[config.mk]
export PLATFORM = sky130hd
export DESIGN_NAME = sap3_mem_arbiter
export DESIGN_NICKNAME = d
export VERILOG_FILES = /design/src/rtl/sap3_mem_arbiter.sv
export SDC_FILE = /design/constraint.sdc
export NUM_CORES = 1
export LEC_CHECK = 0
export BUFFER_PORTS_ARGS = -buffer_cell sky130_fd_sc_hd__buf_2
export CAP_MARGIN = 30
export CORE_MARGIN = 8
export CORE_UTILIZATION = 41
export DETAILED_ROUTE_END_ITERATION = 8
export GPL_TIMING_DRIVEN = 0
export PLACE_DENSITY = 0.88
export SYNTH_ARGS = -nofsm -noshare
export SYNTH_HDL_FRONTEND = slang
export SYNTH_SLANG_ARGS = --single-unit
[constraint.sdc]
create_clock -name clk -period 1.7 [get_ports clk]
set_clock_uncertainty 0.2 [all_clocks]
set_input_delay 0.085 -clock clk [delete_from_list [all_inputs] [get_ports clk]]
set_output_delay 0.085 -clock clk [all_outputs]
set_load 0.02 [all_outputs]
[src/rtl/sap3_mem_arbiter.sv]
// Two-port arbiter (CPU and external loader) for one single-port RAM: fair alternation on
// conflict, exclusive loader lock, read-return routing and a saturating CPU stall counter.
module sap3_mem_arbiter #(
  parameter int AW = 8,
  parameter int DW = 8
) (
  input  logic          clk,
  input  logic          rst_n,

  input  logic          cpu_req,
  input  logic          cpu_we,
  input  logic [AW-1:0] cpu_addr,
  input  logic [DW-1:0] cpu_wdata,
  output logic          cpu_gnt,
  output logic          cpu_rvalid,
  output logic [DW-1:0] cpu_rdata,

  input  logic          ext_req,
  input  logic          ext_we,
  input  logic [AW-1:0] ext_addr,
  input  logic [DW-1:0] ext_wdata,
  output logic          ext_gnt,
  output logic          ext_rvalid,
  output logic [DW-1:0] ext_rdata,
  input  logic          ext_lock,

  output logic          mem_en,
  output logic          mem_we,
  output logic [AW-1:0] mem_addr,
  output logic [DW-1:0] mem_wdata,
  input  logic [DW-1:0] mem_rdata,

  output logic          cpu_hold,
  output logic [7:0]    stall_cnt
);

  typedef enum logic {
    OWN_CPU = 1'b0,
    OWN_EXT = 1'b1
  } owner_e;

  owner_e        last_owner_q, last_owner_d;
  owner_e        rd_tag_q, rd_tag_d;
  logic          rd_pend_q, rd_pend_d;
  logic          locked_q, locked_d;
  logic [DW-1:0] cpu_rdata_q, cpu_rdata_d;
  logic [DW-1:0] ext_rdata_q, ext_rdata_d;
  logic [7:0]    stall_q, stall_d;
  logic          cpu_win;

  // CPU wins a conflict only when the loader owned the RAM last; the lock blocks it outright.
  always_comb begin
    cpu_win  = cpu_req && !locked_q && (!ext_req || (last_owner_q == OWN_EXT));
    cpu_gnt  = rst_n && cpu_win;
    ext_gnt  = rst_n && ext_req && !cpu_win;
    cpu_hold = rst_n && cpu_req && !cpu_win;
  end

  always_comb begin
    mem_en    = 1'b0;
    mem_we    = 1'b0;
    mem_addr  = '0;
    mem_wdata = '0;
    if (cpu_gnt) begin
      mem_en    = 1'b1;
      mem_we    = cpu_we;
      mem_addr  = cpu_addr;
      mem_wdata = cpu_wdata;
    end else if (ext_gnt) begin
      mem_en    = 1'b1;
      mem_we    = ext_we;
      mem_addr  = ext_addr;
      mem_wdata = ext_wdata;
    end
  end

  // RAM data is only valid for one cycle, so the visible rdata bypasses it and a shadow
  // register keeps the last returned word once rvalid drops.
  always_comb begin
    cpu_rvalid = rd_pend_q && (rd_tag_q == OWN_CPU);
    ext_rvalid = rd_pend_q && (rd_tag_q == OWN_EXT);
    cpu_rdata  = cpu_rvalid ? mem_rdata : cpu_rdata_q;
    ext_rdata  = ext_rvalid ? mem_rdata : ext_rdata_q;
    stall_cnt  = stall_q;
  end

  always_comb begin
    rd_pend_d    = (cpu_gnt && !cpu_we) || (ext_gnt && !ext_we);
    rd_tag_d     = ext_gnt ? OWN_EXT : OWN_CPU;
    cpu_rdata_d  = cpu_rdata;
    ext_rdata_d  = ext_rdata;
    locked_d     = ext_lock && (locked_q || ext_gnt);
    last_owner_d = last_owner_q;
    if (cpu_gnt) begin
      last_owner_d = OWN_CPU;
    end else if (ext_gnt) begin
      last_owner_d = OWN_EXT;
    end
    stall_d = stall_q;
    if (cpu_hold && (stall_q != 8'hFF)) begin
      stall_d = stall_q + 8'd1;
    end
  end

  always_ff @(posedge clk or negedge rst_n) begin
    if (!rst_n) begin
      last_owner_q <= OWN_EXT;
      rd_tag_q     <= OWN_CPU;
      rd_pend_q    <= 1'b0;
      locked_q     <= 1'b0;
      cpu_rdata_q  <= '0;
      ext_rdata_q  <= '0;
      stall_q      <= 8'h00;
    end else begin
      last_owner_q <= last_owner_d;
      rd_tag_q     <= rd_tag_d;
      rd_pend_q    <= rd_pend_d;
      locked_q     <= locked_d;
      cpu_rdata_q  <= cpu_rdata_d;
      ext_rdata_q  <= ext_rdata_d;
      stall_q      <= stall_d;
    end
  end

endmodule
==> results of run 1 <==
[worst reg2reg max path: stages (launching register included)]
cell and delay (ps):
dfrtp_1 450, buf_4 140, inv_1 110, a21oi_4 220, nand4_1 120, mux2_4 310
[per-layer routing]
metal	vias up	routed length, um
li1	710	-
met5	-	0
met1	796	2280
met4	0	342
met2	77	3650
met3	24	376
[power groups by stage]
stage               combinational [mW]  sequential, mW  clock [mW]
global placement                 0.947           0.957           0
finish                            1.63           0.989       0.434
floorplan                        0.559            1.01           0
detailed placement               0.971           0.973           0
global route                      1.70            1.00       0.469
CTS                               1.39           0.965       0.439
[logic make-up after synthesis]
family,share of synthesized area [%]
simple gates,9.92
fa+ha+maj,0.927
buf+inv,3.34
flops,52.0
mux,15.8
xor+xnor,0.649
compound gates,17.3
[worst min path at each step]
stage                     startpoint  slack [ps]  cells after the start             end
final                        cpu_req          70                      5    stall_cnt[4]
after global placement         rst_n         -50                      1  ext_rdata_q[1]
after global routing         cpu_req          70                      5    stall_cnt[4]
after floorplan                rst_n        -410                      0  cpu_rdata_q[0]
after detailed placement       rst_n         -40                      1  cpu_rdata_q[1]
after CTS                      rst_n         -30                      4       rd_pend_q
[stage by stage]
step	setup TNS [ps]	area (sq um)	setup slack, ps	cells	util, %
final	-5060	2770	-236	301	85.1
after global routing	-7230	2770	-306	301	85.1
after CTS	-3540	2530	-171	285	77.5
after floorplan	0	1360	17.4	113	-
after detailed placement	-3650	1880	-243	252	57.6
after global placement	-3380	1880	-212	252	57.6
[repair_timing]
item | CTS | global route
pin swaps | 5 | 17
setup endpoints to repair | 37 | 42
resized for setup | 100 | 32
gates cloned | 3 | 1
buffers inserted | 11 | 16
endpoints found under the hold margin | 48 | 0
hold buffers | 15 | 0
[cell usage in the layout (no fill, tap or decap), types with 3 or more instances in the layout]
master / n
nand2_1: 3
nand4_1: 3
buf_4: 23
nor2_1: 3
dlygate4sd3_1: 13
dfrtp_1: 24
a22o_1: 17
dfrtp_2: 3
clkbuf_4: 3
nand3_1: 4
buf_6: 48
a21oi_4: 3
buf_2: 55
mux2_4: 18
inv_1: 5
[layout make-up]
cell class / instances / area share, %
buffer: 4 / 1.62
clock buffer: 3 / 0.812
clock inverter: 1 / 1.08
inverter: 6 / 0.902
multi-input combinational: 76 / 27.9
sequential: 28 / 25.4
tap: 46 / 2.07
timing repair buffer: 137 / 40.1
[state kept, by name (all words and copies together), names as in the netlist]
name	flops
rd_tag_q	1
ext_rdata_q	8
last_owner_q	1
locked_q	1
cpu_rdata_q	8
rd_pend_q	1
stall_cnt	8
==> impl_metrics.py, run 1 <==
metrics = {
    "detailed_routing": {
        "firstDrtPassIters": 4,
        "drt_iter0_drc": 116,
        "wl_per_cell_um": 22.1,
        "drc_errors": 0,
        "via_per_inst": 5.34,
        "vias": 1607,
        "drtAntennaViolNets": 0,
        "drt_wl_total_um": 6650,
    },
    "worst_setup_path": {
        "crit_family": "flip-flops",
        "path_depth": 6,
        "path_cells": "nor2b_4 -> nand3_4 -> inv_4 -> buf_6 -> a22o_1 -> buf_6",
        "crit_end": "mem_wdata[3]",
        "reg2reg_to": "stall_cnt[5]",
        "reg2reg_depth": 5,
        "arrival_ps": 1650,
        "critical_path.slowest_cell": "dfrtp_1",
        "crit_buf_inv": 3,
        "startpoint": "locked_q",
        "max_stage_delay_ps": 460,
        "path_common_cell": "buf_6",
        "criticalPathCategory": "register to output port",
        "cp.required_ps": 1410,
        "r2r_slack_ps": 50,
        "critPathCaptureType": "output port",
        "start_kind": "register",
        "timing.rr.start": "locked_q",
        "crit_fanout": 6,
    },
    "clock_tree": {
        "cts_inserted_buffers": 3,
        "clock-sinks": 28,
        "clkSlewWorstSetupHoldPaths_ps": 150,
        "cts_tree": "done",
        "cts.path.max_buffers": 2,
        "clock_latency_ps": 330,
        "cts_root_buf": "clkbuf_4",
        "htree_levels": 1,
    },
    "power": {
        "p_switching_mw": 1.09,
        "power_density_nw_per_um2": 1100,
        "intPower_mw": 1.97,
        "power_frac_clock_pct": 14.2,
        "p_comb_share_pct": 53.4,
        "max-vdd-ir-drop_mv": 0.988,
        "leakage_nw": 1.43,
        "power_mw": 3.05,
        "swShare_pct": 35.6,
        "seq_power_share_pct": 32.4,
    },
    "synth": {
        "synth_most_common_cell": "dfrtp_1",
        "ys.flop_type": "dfrtp_1",
        "syn_inst": 113,
        "synthesis.area_sq_um": 1350,
        "ys_top_cells_by_area": "dfrtp_1 (50%), mux2_2 (14%), a22o_1 (11%)",
        "synthesis.nets": 161,
        "yosys.area.top_type": "dfrtp_1",
        "ys_ff_latch": 28,
        "synth_enable_flop_cells": 0,
        "ys_warn_count": 0,
        "ys_seq_area_share_pct": 52.0,
        "synth_top_area_share_pct": 50.0,
        "async_reset_ff_share_pct": 100,
        "avgSynthCellArea_sq_um": 11.9,
        "synthTopCellsByCount": "dfrtp_1 (27), a22o_1 (17), mux2_2 (17)",
        "ys_types": 26,
    },
    "global_route": {
        "grt-ovfl-total": 0,
        "globalRouteMet3Util_pct": 6.00,
        "grt_pass1_vias": 1563,
        "use_met2_pct": 38.1,
        "grt_antenna_before_repair": 0,
        "grt-busiest-layer": "met2",
        "grt_pass1_wl_um": 8360,
        "grt_util_met1_pct": 20.6,
        "grt_max_degree": 29,
        "track_usage_pct": 20.2,
    },
    "sta": {
        "setup_viol": 35,
        "fin_crit_ps": 1940,
        "relSlewSlack_pct": 82.1,
        "tightest_slew_ps": 269,
        "period_share_pct": 114,
        "timing.hold.ws_ps": 72.6,
        "maxSlewViolCount": 0,
        "finalHoldViolCount": 0,
        "rsz0062_at_grt": "true",
        "fin_ws_ps": -236,
        "fmax_ghz": 0.517,
    },
    "die": {
        "die_h_um": 73.4,
        "ios": 94,
        "start_util_pct": 41.4,
        "dieArea_sq_um": 5380,
        "core_area_sq_um": 3260,
        "rows": 21,
        "die_x_um": 73.4,
    },
    "final_layout": {
        "drive_gt1_share_pct": 66.7,
        "syn_to_final_growth_pct": 105,
        "diodes": 0,
        "fin_nets": 304,
        "fillers": 165,
        "multi_input_area_sq_um": 774,
        "seq_area_sq_um": 706,
    },
    "placed_design": {
        "io_buffer_count": 93,
        "hpwl_um": 3170,
        "place.gp.congestion": 0.808,
    },
    "run_status": {
        "violations": "negative setup slack",
        "status": "finished, violations left",
    },
    "job": {
        "cap_violations": 0,
    },
    "worst_hold_path": {
        "min_path_type": "primary input to register",
    },
}
Power figures use the tool's default switching activity.
==> inputs of run 2 (changes only) <==
--- a/config.mk
+++ b/config.mk
@@ -7,11 +7,13 @@
 export LEC_CHECK = 0
 export BUFFER_PORTS_ARGS = -buffer_cell sky130_fd_sc_hd__buf_2
 export CAP_MARGIN = 30
+export CELL_PAD_IN_SITES_DETAIL_PLACEMENT = 1
+export CELL_PAD_IN_SITES_GLOBAL_PLACEMENT = 2
 export CORE_MARGIN = 8
-export CORE_UTILIZATION = 41
+export CORE_UTILIZATION = 23
 export DETAILED_ROUTE_END_ITERATION = 8
 export GPL_TIMING_DRIVEN = 0
-export PLACE_DENSITY = 0.88
+export PLACE_DENSITY = 0.87
 export SYNTH_ARGS = -nofsm -noshare
 export SYNTH_HDL_FRONTEND = slang
 export SYNTH_SLANG_ARGS = --single-unit
==> impl_metrics.py, run 2 (same netlist as run 1, synthesis figures left out) <==
metrics = {
    "sta": {
        "fin_ws_ps": -135,
        "fmax_ghz": 0.545,
        "maxSlewViolCount": 0,
        "tightest_slew_ps": 212,
        "finalHoldViolCount": 0,
        "relSlewSlack_pct": 85.9,
        "fin_crit_ps": 1830,
        "period_share_pct": 108,
        "rsz0062_at_grt": "true",
        "setup_tns_ps": -2770,
        "setup_viol": 27,
        "timing.hold.ws_ps": 39.3,
    },
    "worst_hold_path": {
        "min_path_type": "primary input to register",
        "hp-start": "cpu_req",
    },
    "placed_design": {
        "hpwl_um": 3570,
        "place_inst": 281,
        "place_area_sq_um": 1910,
        "io_buffer_count": 93,
        "place.gp.congestion": 0.696,
    },
    "detailed_routing": {
        "vias": 1470,
        "drt_wl_total_um": 5650,
        "via_per_inst": 4.58,
        "drt_iter0_drc": 16,
        "firstDrtPassIters": 2,
        "drc_errors": 0,
        "drtAntennaViolNets": 0,
        "wl_per_cell_um": 17.6,
    },
    "global_route": {
        "grt_antenna_before_repair": 0,
        "grt_max_degree": 29,
        "grt_pass1_wl_um": 8400,
        "grt_pass1_vias": 1741,
        "track_usage_pct": 12.2,
        "grt-ovfl-total": 0,
    },
    "power": {
        "intPower_mw": 1.98,
        "max-vdd-ir-drop_mv": 0.577,
        "p_comb_share_pct": 50.7,
        "leakage_nw": 1.40,
        "p_switching_mw": 1.05,
        "swShare_pct": 34.6,
        "seq_power_share_pct": 31.9,
        "power_density_nw_per_um2": 1130,
        "power_frac_clock_pct": 17.4,
    },
    "final_layout": {
        "stdcell_area_sq_um": 2690,
        "fin_cells": 321,
        "final_cell_mix": "buf_2 (58), buf_6 (40), dfrtp_1 (24)",
        "fin_nets": 295,
        "final_common_cell": "buf_2",
        "fillers": 645,
        "seq_area_sq_um": 706,
        "syn_to_final_growth_pct": 99.3,
        "diodes": 0,
        "drive_gt1_share_pct": 65.4,
        "multi_input_area_sq_um": 748,
    },
    "clock_tree": {
        "cts.path.max_buffers": 2,
        "cts_inserted_buffers": 3,
        "clock-sinks": 28,
        "htree_levels": 1,
        "clock_latency_ps": 270,
        "cts_tree": "done",
        "cts_root_buf": "clkbuf_8",
        "clkSlewWorstSetupHoldPaths_ps": 100,
    },
    "die": {
        "rows": 28,
        "core_area_sq_um": 5780,
        "die_x_um": 92.6,
        "ios": 94,
        "die_h_um": 92.6,
        "dieArea_sq_um": 8580,
        "start_util_pct": 23.4,
    },
    "run_status": {
        "status": "finished, violations left",
        "violations": "negative setup slack",
    },
    "worst_setup_path": {
        "max_stage_delay_ps": 560,
        "path_cells": "nand2b_4 -> nand3_4 -> inv_4 -> buf_6 -> a22o_1 -> buf_6",
        "criticalPathCategory": "register to output port",
        "startpoint": "last_owner_q",
        "start_kind": "register",
        "crit_fanout": 5,
        "arrival_ps": 1550,
        "critical_path.slowest_cell": "dfstp_2",
        "timing.rr.start": "last_owner_q",
        "path_common_cell": "buf_6",
        "critPathCaptureType": "output port",
        "cp.required_ps": 1410,
    },
    "job": {
        "cap_violations": 0,
    },
}
## run 2: changes by cell type in the layout (fill, tap and decap cells not counted), sizes merged
cell	previous run	this run
dlygate4sd3	13	12
buf	128	120
## run 2: repair_timing
item | 4_1_cts | 5_1_grt
gates cloned | 3 | 1
hold buffers | 13 | 0
buffers inserted | 11 | 9
endpoints found under the hold margin | 46 | 0
setup endpoints to repair | 38 | 39
resized for setup | 82 | 37
pin swaps | 17 | 11
## run 2: through the flow
step                power, mW  setup slack, ps  util [%]
detailed placement       1.96             -337      33.1
global placement         1.92             -348      33.1
CTS                      2.81             -145      43.1
floorplan                1.57             17.4         -
global route             3.20             -224      46.5
finish                   3.03             -135      46.5
## run 2: cell type report
class,instances,share of cell area [%]
tap,75,3.49
inverter,6,0.930
multi-input combinational,76,27.8
timing repair buffer,128,37.2
sequential,28,26.2
buffer,4,1.67
clock inverter,1,1.12
clock buffer,3,1.53
## run 2: per-layer routing
layer | vias up | wire length (um) | GRT usage (%)
li1 | 687 | - | -
met1 | 725 | 2130 | 11.8
met2 | 56 | 3090 | 23.1
met3 | 2 | 388 | 4.13
met4 | 0 | 41 | 4.56
met5 | - | 0 | 0
## run 2: path summary, 6_finish.rpt
check                           cells after the start        endpoint  slack [ps]
worst min-delay path                                5    stall_cnt[0]          40
worst max-delay path                                6     mem_addr[7]        -130
min in group asynchronous                           3    stall_cnt[1]         200
worst max register to register                      5    stall_cnt[1]          50
max in group asynchronous                           3    last_owner_q         870
worst min register to register                      1  ext_rdata_q[0]         310
## run 2: worst max-delay path, delay by kind of cell, from the launching register on
kind	cells	cell delay [ps]
compound gates	1	160
buf+inv	3	340
flops	1	560
simple gates	2	220
## run 2: power by group through the flow
stage	Clock (mW)	Combinational (mW)	Sequential, mW
finish	0.526	1.53	0.967
global route	0.580	1.63	0.985
CTS	0.541	1.32	0.946
detailed placement	0	0.978	0.981
global placement	0	0.956	0.962
floorplan	0	0.559	1.01
==> inputs of run 3 (changes only) <==
--- a/config.mk
+++ b/config.mk
@@ -9,11 +9,11 @@
 export CAP_MARGIN = 30
 export CELL_PAD_IN_SITES_DETAIL_PLACEMENT = 1
 export CELL_PAD_IN_SITES_GLOBAL_PLACEMENT = 2
-export CORE_MARGIN = 8
 export CORE_UTILIZATION = 23
 export DETAILED_ROUTE_END_ITERATION = 8
 export GPL_TIMING_DRIVEN = 0
 export PLACE_DENSITY = 0.87
+export SLEW_MARGIN = 30
 export SYNTH_ARGS = -nofsm -noshare
 export SYNTH_HDL_FRONTEND = slang
 export SYNTH_SLANG_ARGS = --single-unit
==> impl_metrics.py, run 3 (same netlist as run 1, synthesis figures left out) <==
metrics = {
    "worst_setup_path": {
        "r2r_slack_ps": 60,
        "path_cells": "nand2b_4 -> nand3_4 -> inv_4 -> buf_6 -> a22o_1 -> buf_6",
        "critPathCaptureType": "output port",
        "crit_family": "flip-flops",
        "crit_fanout": 5,
        "crit_buf_inv": 3,
        "cp.required_ps": 1410,
        "max_stage_delay_ps": 550,
        "reg2reg_to": "cpu_rdata_q[7]",
        "reg2reg_depth": 5,
        "path_common_cell": "buf_6",
        "arrival_ps": 1510,
        "criticalPathCategory": "register to output port",
        "start_kind": "register",
        "timing.rr.start": "rd_tag_q",
        "critical_path.slowest_cell": "dfstp_2",
    },
    "global_route": {
        "grt_max_degree": 29,
        "grt_pass1_vias": 1456,
        "grt_pass1_wl_um": 6610,
        "grt_antenna_before_repair": 0,
        "track_usage_pct": 13.7,
        "grt-ovfl-total": 0,
    },
    "die": {
        "ios": 94,
        "die_h_um": 78.6,
        "die_x_um": 78.6,
        "core_area_sq_um": 5570,
        "start_util_pct": 24.2,
        "dieArea_sq_um": 6180,
        "rows": 27,
    },
    "placed_design": {
        "io_buffer_count": 93,
        "place_inst": 278,
        "place_ws_ps": -316,
        "place.gp.congestion": 0.694,
        "hpwl_um": 2840,
    },
    "detailed_routing": {
        "drt_iter0_drc": 28,
        "wl_per_cell_um": 14.3,
        "drt_wl_total_um": 4600,
        "drc_errors": 0,
        "drtAntennaViolNets": 0,
        "via_per_inst": 4.54,
        "vias": 1456,
        "firstDrtPassIters": 4,
    },
    "power": {
        "intPower_mw": 1.96,
        "leakage_nw": 1.41,
        "power_mw": 2.96,
        "max-vdd-ir-drop_mv": 0.511,
        "power_frac_clock_pct": 18.1,
        "swShare_pct": 33.8,
        "p_comb_share_pct": 49.5,
        "seq_power_share_pct": 32.4,
        "p_switching_mw": 1.00,
        "power_density_nw_per_um2": 1100,
    },
    "sta": {
        "fmax_ghz": 0.556,
        "fin_ws_ps": -98.5,
        "rsz0062_at_grt": "true",
        "maxSlewViolCount": 0,
        "tightest_slew_ps": 207,
        "relSlewSlack_pct": 86.2,
        "period_share_pct": 106,
        "setup_viol": 26,
        "fin_crit_ps": 1800,
        "finalHoldViolCount": 0,
    },
    "final_layout": {
        "multi_input_area_sq_um": 731,
        "syn_to_final_growth_pct": 99.0,
        "drive_gt1_share_pct": 65.1,
        "fillers": 629,
        "fin_nets": 298,
        "final_cell_mix": "buf_2 (57), buf_6 (38), buf_4 (26)",
        "final_common_cell": "buf_2",
        "diodes": 0,
        "fin_cells": 321,
        "fin_util_pct": 48.2,
        "seq_area_sq_um": 706,
    },
    "worst_hold_path": {
        "hp-start": "rst_n",
        "whs_path_depth": 4,
        "min_path_type": "primary input to register",
        "hold_end": "rd_pend_q",
    },
    "job": {
        "cap_violations": 0,
    },
    "run_status": {
        "violations": "negative setup slack",
        "status": "finished, violations left",
    },
    "clock_tree": {
        "htree_levels": 1,
        "clock-sinks": 28,
        "cts.path.max_buffers": 2,
        "clkSlewWorstSetupHoldPaths_ps": 100,
        "clock_latency_ps": 270,
        "cts_tree": "done",
        "cts_root_buf": "clkbuf_8",
        "cts_inserted_buffers": 3,
    },
}
## run 3: changes by cell type in the layout (fill, tap and decap cells not counted), sizes merged
cell / change
buf: +3
## run 3: how the worst max path moves through the flow
stage,slack [ps],end,depth (start not counted),from
finish,-100,mem_addr[3],6,last_owner_q
global route,-190,mem_addr[6],6,last_owner_q
CTS,-130,mem_wdata[1],5,locked_q
detailed placement,-320,mem_addr[2],6,rst_n
global placement,-330,mem_addr[3],6,rst_n
floorplan,20,stall_cnt[1],4,stall_cnt[3]
## run 3: tightest hold or removal path, stage by stage
cell,delay [ps]
buf_4,140
nand3_4,90
buf_4,110
o22ai_1,70
## run 3: timing repair
item	CTS	global route
cloned	2	1
pin swaps	16	7
endpoints found under the hold margin	46	0
hold buffers	13	0
buffers inserted	11	13
setup endpoints to repair	38	37
gates resized for setup	82	31
## run 3: area by class of cell
class	instances	area share (%)
multi-input cells	76	27.2
clock inverters	1	1.12
clock buffers	3	1.54
flip-flops and latches	28	26.3
well taps	72	3.35
inverters	6	0.932
plain buffers	4	1.54
repair buffers	131	38.1
## run 3: through the flow
stage / instance area, sq um / setup TNS [ps] / hold slack [ps]
2_1_floorplan: 1360 / 0 / -411
3_3_place_gp: 1910 / -6020 / -22.5
3_5_place_dp: 1910 / -5620 / -25.9
4_1_cts: 2490 / -2180 / 19.3
5_1_grt: 2690 / -4300 / 50.3
6_report: 2690 / -2090 / 49.2
## run 3: power by group through the flow
stage | logic [mW] | registers (mW) | clock network, mW
final | 1.47 | 0.958 | 0.535
after global routing | 1.55 | 0.980 | 0.593
after CTS | 1.26 | 0.956 | 0.545
after detailed placement | 0.955 | 0.976 | 0
after global placement | 0.938 | 0.960 | 0
after floorplan | 0.559 | 1.01 | 0
## run 3: metal layers
layer	part of all wire, %	vias up	global-route usage [%]
li1	-	692	-
met5	0	-	0
met4	0.74	0	4.44
met3	6.0	2	1.98
met2	50	66	24.9
met1	44	696	16.5
